$ cat config.mk
export PLATFORM = sky130hd
export DESIGN_NAME = piso_shift_reg
export DESIGN_NICKNAME = d
export VERILOG_FILES = /design/src/rtl/piso_pkg.sv /design/src/rtl/piso_bit_counter.sv /design/src/rtl/piso_shift_reg.sv
export SDC_FILE = /design/constraint.sdc
export NUM_CORES = 1
export LEC_CHECK = 0
export ABC_AREA = 1
export CAP_MARGIN = 20
export CORE_AREA = 4 4 41 43
export DETAILED_ROUTE_END_ITERATION = 8
export DIE_AREA = 0 0 45 47
export SETUP_SLACK_MARGIN = 0.4
export SLEW_MARGIN = 20
export SYNTH_ARGS = -nofsm -noshare
export SYNTH_HDL_FRONTEND = slang
export SYNTH_SLANG_ARGS = --single-unit
$ cat constraint.sdc
create_clock -name i_clk -period 1.2 [get_ports i_clk]
set_input_delay 0.24 -clock i_clk [delete_from_list [all_inputs] [get_ports i_clk]]
set_output_delay 0.24 -clock i_clk [all_outputs]
set_load 0.005 [all_outputs]
$ cat src/rtl/piso_pkg.sv
// Shared constants and helpers for the parallel-in / serial-out shifter.
package piso_pkg;
  localparam int PISO_W_DEFAULT = 4;

  // Counter must hold the full word length n, hence n+1 states.
  function automatic int piso_cnt_w(input int n);
    return $clog2(n + 1);
  endfunction
endpackage

$ cat src/rtl/piso_bit_counter.sv
// Loadable remaining-bit down-counter; zero/one flags drive valid and done.
module piso_bit_counter
  import piso_pkg::*;
#(
  parameter int N  = PISO_W_DEFAULT,
  parameter int CW = piso_cnt_w(N)
) (
  input  logic i_clk,
  input  logic i_rst,
  input  logic load_i,
  output logic nz_o,
  output logic one_o
);
  localparam logic [CW-1:0] LOAD_V = CW'(N);

  logic [CW-1:0] cnt_q, cnt_d;

  always_comb begin
    cnt_d = cnt_q;
    if (load_i)             cnt_d = LOAD_V;
    else if (cnt_q != '0)   cnt_d = cnt_q - 1'b1;
  end

  always_ff @(posedge i_clk or negedge i_rst) begin
    if (!i_rst) cnt_q <= '0;
    else        cnt_q <= cnt_d;
  end

  assign nz_o  = (cnt_q != '0);
  assign one_o = (cnt_q == CW'(1));
endmodule

$ cat src/rtl/piso_shift_reg.sv
// Parallel-in, serial-out shift register with busy/valid/done pacing status.
module piso_shift_reg
  import piso_pkg::*;
#(
  parameter int n         = PISO_W_DEFAULT,
  parameter bit MSB_FIRST = 1'b1
) (
  input  logic         i_clk,
  input  logic         i_rst,
  input  logic         i_load,
  input  logic [n-1:0] i_parallel_in,
  output logic         o_serial_out,
  output logic         o_valid,
  output logic         o_busy,
  output logic         o_done
);
  logic [n-1:0] sr_q, sr_d, sr_sh;
  logic         nz, one;

  piso_bit_counter #(.N(n)) u_cnt (
    .i_clk  (i_clk),
    .i_rst  (i_rst),
    .load_i (i_load),
    .nz_o   (nz),
    .one_o  (one)
  );

  generate
    if (MSB_FIRST) begin : g_msb
      assign sr_sh = {sr_q[n-2:0], 1'b0};
    end else begin : g_lsb
      assign sr_sh = {1'b0, sr_q[n-1:1]};
    end
  endgenerate

  // Load wins over shift so a mid-word load restarts cleanly.
  always_comb begin
    sr_d = sr_q;
    if (i_load)  sr_d = i_parallel_in;
    else if (nz) sr_d = sr_sh;
  end

  always_ff @(posedge i_clk or negedge i_rst) begin
    if (!i_rst) sr_q <= '0;
    else        sr_q <= sr_d;
  end

  assign o_serial_out = nz & (MSB_FIRST ? sr_q[n-1] : sr_q[0]);
  assign o_valid      = nz;
  assign o_busy       = nz;
  assign o_done       = one;
endmodule

# Word level (Yosys, flattened, before mapping)
# Index checks and enable logic that the tools add are counted.
[word_totals] register_bits=7 input_bits=7 out_inout_bits=4
[classes] bitwise_logic=1 n_mux=4 addsub=1 reduce_logical=2 n_eq_ne=1
[op_table] op="4-bit two-way mux" count=2
[op_table] op="3-bit two-way mux" count=2
[op_table] op="3-bit by 1-bit equality test with 1-bit output (second input constant)" count=1
[op_table] op="3-bit nonzero test" count=1
[op_table] op="3-bit by 1-bit subtractor with 3-bit output (second input constant)" count=1
[op_table] op="2-bit nonzero test" count=1
[op_table] op="1-bit AND" count=1

# Logic depth before layout (Yosys ltp)
# Gate-level depths: netlist of the first run.
[logic_depth] depth_word=3 ltp_mapped=6

# By module
# Synthesis of the first run repeated with hierarchy kept, for this count alone.
[hier_totals] hier_cells=49 area_unflattened_um2=382.9
[by_module_without_submodules] module="piso_bit_counter" area_each_um2=193.9 cells_each=25 instances=1
[by_module_without_submodules] module="piso_shift_reg" area_each_um2=188.9 cells_each=24 instances=1

# Worst setup path after synthesis of the first run
# No wires, ideal clock.
[synth_timing] kind="flip-flop to output port" from="register u_cnt.cnt_q[0]" to="output o_valid" stages_incl_launch_ff=5 path_slack_ns=-0.062 t_arrival_ns=1.022 path_buffers=1 path_cell_list="dfrtp_1 inv_1 ha_1 nand2_1 buf_4"
[synth_between] elab_chain_len=1
[synth_rtl] item="from (decl)" line="piso_bit_counter.sv:16" source="logic [CW-1:0] cnt_q, cnt_d;"
[synth_rtl] item="from (signal assigned)" line="piso_bit_counter.sv:26" source="else cnt_q <= cnt_d;"
[synth_rtl] item="3-bit nonzero test" line="piso_bit_counter.sv:29" source="assign nz_o = (cnt_q != '0);"
[synth_rtl] item="to (decl)" line="piso_shift_reg.sv:13" source="output logic o_valid,"
# No other way between the ends.

# Worst setup path in the final report of the first run
[layout_timing] from="register u_cnt.cnt_q[1]" to="output o_serial_out"
[layout_between] elab_chain_len=2
[layout_rtl] item="3-bit nonzero test" line="piso_bit_counter.sv:29"
[layout_rtl] item="1-bit AND" line="piso_shift_reg.sv:48" source="assign o_serial_out = nz & (MSB_FIRST ? sr_q[n-1] : sr_q[0]);"
[layout_rtl] item="to (decl)" line="piso_shift_reg.sv:12" source="output logic o_serial_out,"
# No other way between the ends.

==> results of run 1 <==
## final cells by class
type	instances	area, um2	area share, %
Multi-Input combinational cell	39	275	34.6
Tap cell	15	18.8	2.36
Inverter	7	28.8	3.62
Clock inverter	1	5.00	0.629
Timing Repair Buffer	29	270	34.0
Sequential cell	7	175	22.0
Clock buffer	3	22.5	2.83
## Yosys cell counts
cell type,n,area (um2)
buf_4,1,7.51
nand3_2,1,10.0
nand3_1,4,20.0
ha_1,3,37.5
nand4_1,3,18.8
nor2_2,1,6.26
dfrtp_1,7,175
inv_2,3,11.3
nand2_1,20,75.1
o21ai_1,1,5.00
nor2_1,5,18.8
nand2_2,1,6.26
inv_1,4,15.0
## sequential cells by signal (all words and copies together), names as in the netlist
signal / flops
sr_q: 4
u_cnt.cnt_q: 3
## per-layer routing
metal,share of wire [%],GRT usage [%],up-vias,wire length (um)
met2,54,26.8,11,699
met3,4.8,2.68,3,61
met4,2.3,8.77,0,30
met5,0,0,-,0
li1,-,-,234,-
met1,38,16.4,212,491
## final timing paths
path | endpoint | cells after the start | slack [ns] | from
worst max-delay path | o_serial_out | 6 | -0.27 | u_cnt.cnt_q[1]
worst min-delay path | u_cnt.cnt_q[1] | 1 | 0.25 | i_rst
worst max register to register | u_cnt.cnt_q[1] | 10 | -0.20 | u_cnt.cnt_q[1]
worst min register to register | sr_q[0] | 2 | 0.54 | sr_q[0]
max in group asynchronous | sr_q[3] | 1 | 0.69 | i_rst
min in group i_clk | sr_q[0] | 3 | 0.53 | i_parallel_in[0]
## timing repair
| action | in CTS | in global routing |
|---|---|---|
| endpoints found under the setup margin | 11 | 11 |
| resized for setup | 30 | 7 |
| pin swaps | 3 | 3 |
| buffers inserted | 7 | 4 |
## cell families (layout without fill, tap and decap cells)
logic type | after synthesis | count (layout)
adder cells (fa/ha/maj) | 3 | 3
flip-flops | 7 | 7
AO/OA/AOI/OAI | 1 | 1
buffers and inverters | 8 | 40
AND/OR/NAND/NOR | 35 | 35
## through the flow
stage | std cells | hold WS, ns | worst slack (ns) | util, %
finish | 101 | 0.245 | -0.265 | 61.2
global route | 101 | 0.262 | -0.302 | 61.2
CTS | 97 | 0.248 | -0.243 | 57.2
detailed placement | 86 | 0.524 | -0.312 | 46.0
global placement | 86 | 0.506 | -0.292 | 46.0
floorplan | 54 | -0.0556 | 0.128 | -
## power by group through the flow
stage	Sequential (mW)	Clock (mW)	Combinational (mW)
finish	0.360	0.230	1.14
global route	0.366	0.252	1.23
CTS	0.354	0.234	0.974
detailed placement	0.360	0	0.638
global placement	0.356	0	0.628
floorplan	0.347	0	0.356
==> impl_metrics.py, run 1 <==
metrics = {
    "synthesis": {
        "synth_area_um2": 407,
        "syn_nets": 64,
        "synth_warnings": 0,
        "syn_inst": 54,
        "yosys-mux-area-fraction_pct": 0,
        "syn_area_per_cell_um2": 7.53,
        "synth_xor_area_share_pct": 0,
        "yosysSeqAreaShare_pct": 43.1,
        "synth_top_family_by_area": "simple AND/OR/NAND/NOR gates",
        "ys_ff_latch": 7,
        "synth-simple-area-share_pct": 38.2,
        "yosys.area_share.adder_pct": 9.23,
        "synth-compound-area-share_pct": 1.23,
        "synth_cell_type_count": 13,
    },
    "sta": {
        "setup_tns_ns": -1.67,
        "finalHoldViolations": 0,
        "min_period_over_period_pct": 122,
        "worst_slack_ns": -0.265,
        "finalSetupViolations": 11,
        "relSlewSlack_pct": 76.4,
        "min_period_ns": 1.47,
        "finClkSkew_ns": 0.00407,
        "worstMarginPinSlew_ns": 0.353,
        "slew_viol_final": 0,
        "rsz0062_at_grt": "true",
        "fmaxAchievable_mhz": 682,
    },
    "power": {
        "p_sw_mw": 0.647,
        "swShare_pct": 37.4,
        "clkPwrFrac_pct": 13.3,
        "peakVddDrop_mv": 1.01,
        "internal_power_mw": 1.08,
        "power_mw": 1.73,
        "seqPwrFrac_pct": 20.8,
        "power_frac_comb_pct": 65.9,
        "p_leak_nw": 0.394,
        "p_per_area_nw_per_um2": 2170,
    },
    "final_layout": {
        "antenna_cells": 0,
        "fin_area_um2": 796,
        "final_common_cell": "nand2_1",
        "nets": 97,
        "drive_gt1_share_pct": 52.3,
        "area_growth_pct": 95.7,
        "nFillCells": 131,
        "final_cell_mix": "nand2_1, buf_4, buf_6",
    },
    "die": {
        "num_rows": 13,
        "dieArea_um2": 2120,
        "fp.coreArea_um2": 1300,
        "io_pins": 11,
        "fp.dieH_um": 47,
        "fp.dieW_um": 45,
        "initial_utilization_pct": 31.3,
    },
    "clock_tree": {
        "clk-insertion-delay-late_ns": 0.26,
        "ctsHoldBuffers": 0,
        "clk_pin_slew_ns": 0.06,
        "htree_levels": 1,
        "cts-buffers-inserted": 3,
        "clockBufferDepth": 2,
        "cts_tree": "yes",
        "clock-sinks": 7,
        "cts-root-buf": "clkbuf_4",
    },
    "worst_setup_path": {
        "crit_required_ns": 0.96,
        "crit_path_max_incr_delay_ns": 0.40,
        "critPathTopFamily": "flip-flops",
        "path_buf_inv": 3,
        "worst_path_max_delay_cell": "dfrtp_1",
        "crit_chain": "inv_2 > ha_4 > inv_4 > nor2_4 > nor2_1 > buf_2",
        "crit_fanout": 3,
        "start_kind": "register",
        "arrival_ns": 1.23,
        "endpoint_kind": "primary output",
        "critPathKind": "register to primary output",
    },
    "placement": {
        "io_buffer_count": 10,
        "hpwl_um": 736,
        "dpl_cell_area_um2": 598,
        "gp_congestion": 0.707,
    },
    "global_routing": {
        "grt_use_total_pct": 14.9,
        "antenna_found_initial": 0,
        "grt_pass1_vias": 468,
        "gr-total-overflow": 0,
        "grt_max_degree": 11,
        "grt_pass1_wl_um": 2150,
    },
    "detailed_routing": {
        "ant_nets": 0,
        "routed_wl_um": 1280,
        "viasPerCell": 4.55,
        "via_count": 460,
        "dr.pass1.iters": 3,
        "drt_iter0_drc": 1,
        "wl_per_cell_um": 12.7,
        "drc": 0,
    },
    "run_status": {
        "violations": "negative setup slack",
        "status": "finished, violations left",
    },
    "hold_path": {
        "hold_path.class": "input port to async pin",
    },
    "flow_run": {
        "cap_violations": 0,
    },
}
Power figures use the tool's default switching activity.
==> inputs of run 2 (changes only) <==
Settings changed: SETUP_SLACK_MARGIN 0.4 to 0.15.
==> run 2 against run 1 <==
The flow still finishes with violations (negative setup slack). Sequential cell count stayed put. Clock skew is 0.0067 ns higher. Total power is 6.1% lower. Worst hold slack better by 0.012 ns. Utilization is 1.8 points lower. Design area is 3.0% lower. Clock power is 3% lower. Register-to-register slack better by 0.06 ns. Final cell count is 3.0% lower. Non-clock buffer count is 3 lower. Global-route usage is 2.7 points lower. Critical path depth stayed put. Highest routed layer unchanged.
==> impl_metrics.py, run 2 (same netlist as run 1, synthesis figures left out) <==
metrics = {
    "worst_setup_path": {
        "arrival_ns": 1.20,
        "endpoint_kind": "primary output",
        "crit_required_ns": 0.96,
        "start_kind": "register",
        "crit_fanout": 2,
        "critPathKind": "register to primary output",
    },
    "sta": {
        "rsz0062_at_grt": "true",
        "worstMarginPinSlew_ns": 0.359,
        "finalHoldViolations": 0,
        "min_period_ns": 1.44,
        "finClkSkew_ns": 0.0107,
        "fin_hold_ws_ns": 0.257,
        "min_period_over_period_pct": 120,
        "fmaxAchievable_mhz": 695,
        "setup_tns_ns": -1.28,
        "worst_slack_ns": -0.239,
        "relSlewSlack_pct": 76.0,
        "finalSetupViolations": 7,
        "slew_viol_final": 0,
    },
    "placement": {
        "hpwl_um": 714,
        "place_ws_ns": -0.291,
        "dpl_cell_area_um2": 598,
        "dp.cells": 86,
        "io_buffer_count": 10,
        "gp_congestion": 0.713,
    },
    "power": {
        "power_frac_comb_pct": 64.4,
        "peakVddDrop_mv": 1.17,
        "seqPwrFrac_pct": 21.9,
        "power_mw": 1.62,
        "clkPwrFrac_pct": 13.7,
        "p_leak_nw": 0.383,
        "p_per_area_nw_per_um2": 2100,
        "p_sw_mw": 0.587,
        "swShare_pct": 36.2,
        "internal_power_mw": 1.04,
    },
    "final_layout": {
        "antenna_cells": 0,
        "largest_register_ff_count": 4,
        "fin_util_pct": 59.3,
        "regMostFlops": "sr_q",
        "area_growth_pct": 89.8,
        "nets": 94,
        "drive_gt1_share_pct": 51.8,
        "nFillCells": 123,
        "final_common_cell": "nand2_1",
        "final_cell_mix": "nand2_1, buf_4, buf_6, dfrtp_1",
        "stdcell_count": 98,
        "register_area_um2": 175,
        "reg_top3": "sr_q (4), u_cnt.cnt_q (3)",
        "multi_input_area_um2": 274,
        "fin_area_um2": 772,
    },
    "global_routing": {
        "antenna_found_initial": 0,
        "grt_pass1_wl_um": 1840,
        "grt_pass1_vias": 432,
        "grt_use_total_pct": 12.2,
        "gr-total-overflow": 0,
        "grt_max_degree": 11,
    },
    "clock_tree": {
        "cts_tree": "yes",
        "htree_levels": 1,
        "ctsHoldBuffers": 0,
        "clk_pin_slew_ns": 0.06,
        "clk-insertion-delay-late_ns": 0.26,
        "clockBufferDepth": 2,
        "cts-root-buf": "clkbuf_4",
        "cts-buffers-inserted": 3,
        "clock-sinks": 7,
    },
    "detailed_routing": {
        "drt_iter0_drc": 2,
        "ant_nets": 0,
        "wl_per_cell_um": 11.5,
        "dr.pass1.iters": 2,
        "via_count": 438,
        "drc": 0,
        "viasPerCell": 4.47,
        "routed_wl_um": 1130,
    },
    "die": {
        "io_pins": 11,
        "num_rows": 13,
        "fp.dieW_um": 45,
        "dieArea_um2": 2120,
        "fp.dieH_um": 47,
        "fp.coreArea_um2": 1300,
        "initial_utilization_pct": 31.3,
    },
    "run_status": {
        "violations": "negative setup slack",
        "status": "finished, violations left",
    },
    "flow_run": {
        "cap_violations": 0,
    },
    "hold_path": {
        "hold_path.class": "input port to async pin",
    },
}
==> run 2: final cells by class <==
class / count / share of cell area, %
inverters: 7 / 3.40
multi-input cells: 39 / 35.5
clock buffers: 4 / 3.40
repair buffers: 26 / 32.6
well taps: 15 / 2.43
flip-flops and latches: 7 / 22.7
==> run 2: timing repair <==
action,4_1_cts,5_1_grt
pin swaps,9,5
setup buffers,5,3
setup endpoints to repair,9,11
gates resized for setup,27,11
==> run 2: path summary, 6_finish.rpt <==
kind / from / endpoint / slack [ns] / depth (start not counted)
min: i_rst / u_cnt.cnt_q[0] / 0.26 / 1
min in group i_clk: u_cnt.cnt_q[1] / u_cnt.cnt_q[1] / 0.53 / 2
max: u_cnt.cnt_q[1] / o_serial_out / -0.24 / 6
max in group asynchronous: i_rst / sr_q[2] / 0.67 / 1
max reg2reg: u_cnt.cnt_q[1] / u_cnt.cnt_q[1] / -0.14 / 10
min reg2reg: u_cnt.cnt_q[1] / u_cnt.cnt_q[1] / 0.53 / 2
==> run 2: power groups by stage <==
stage               combinational, mW  clock, mW  sequential, mW
detailed placement              0.641          0           0.355
global route                     1.14      0.241           0.360
floorplan                       0.355          0           0.347
global placement                0.632          0           0.351
CTS                             0.872      0.227           0.355
finish                           1.05      0.222           0.355
==> run 2: critical path, cell delays in order (launching register included) <==
cell and delay (ns):
dfrtp_1 0.40, inv_2 0.10, ha_4 0.16, inv_2 0.04, nor2_2 0.09, nor2_1 0.04
buf_2 0.11
==> run 2: routing by layer <==
| layer | vias up | GRT usage [%] | wire length, um |
|---|---|---|---|
| met4 | 0 | 5.26 | 9 |
| met1 | 200 | 14.3 | 477 |
| met3 | 2 | 3.83 | 64 |
| met2 | 11 | 20.6 | 573 |
| li1 | 225 | - | - |
| met5 | - | 0 | 0 |
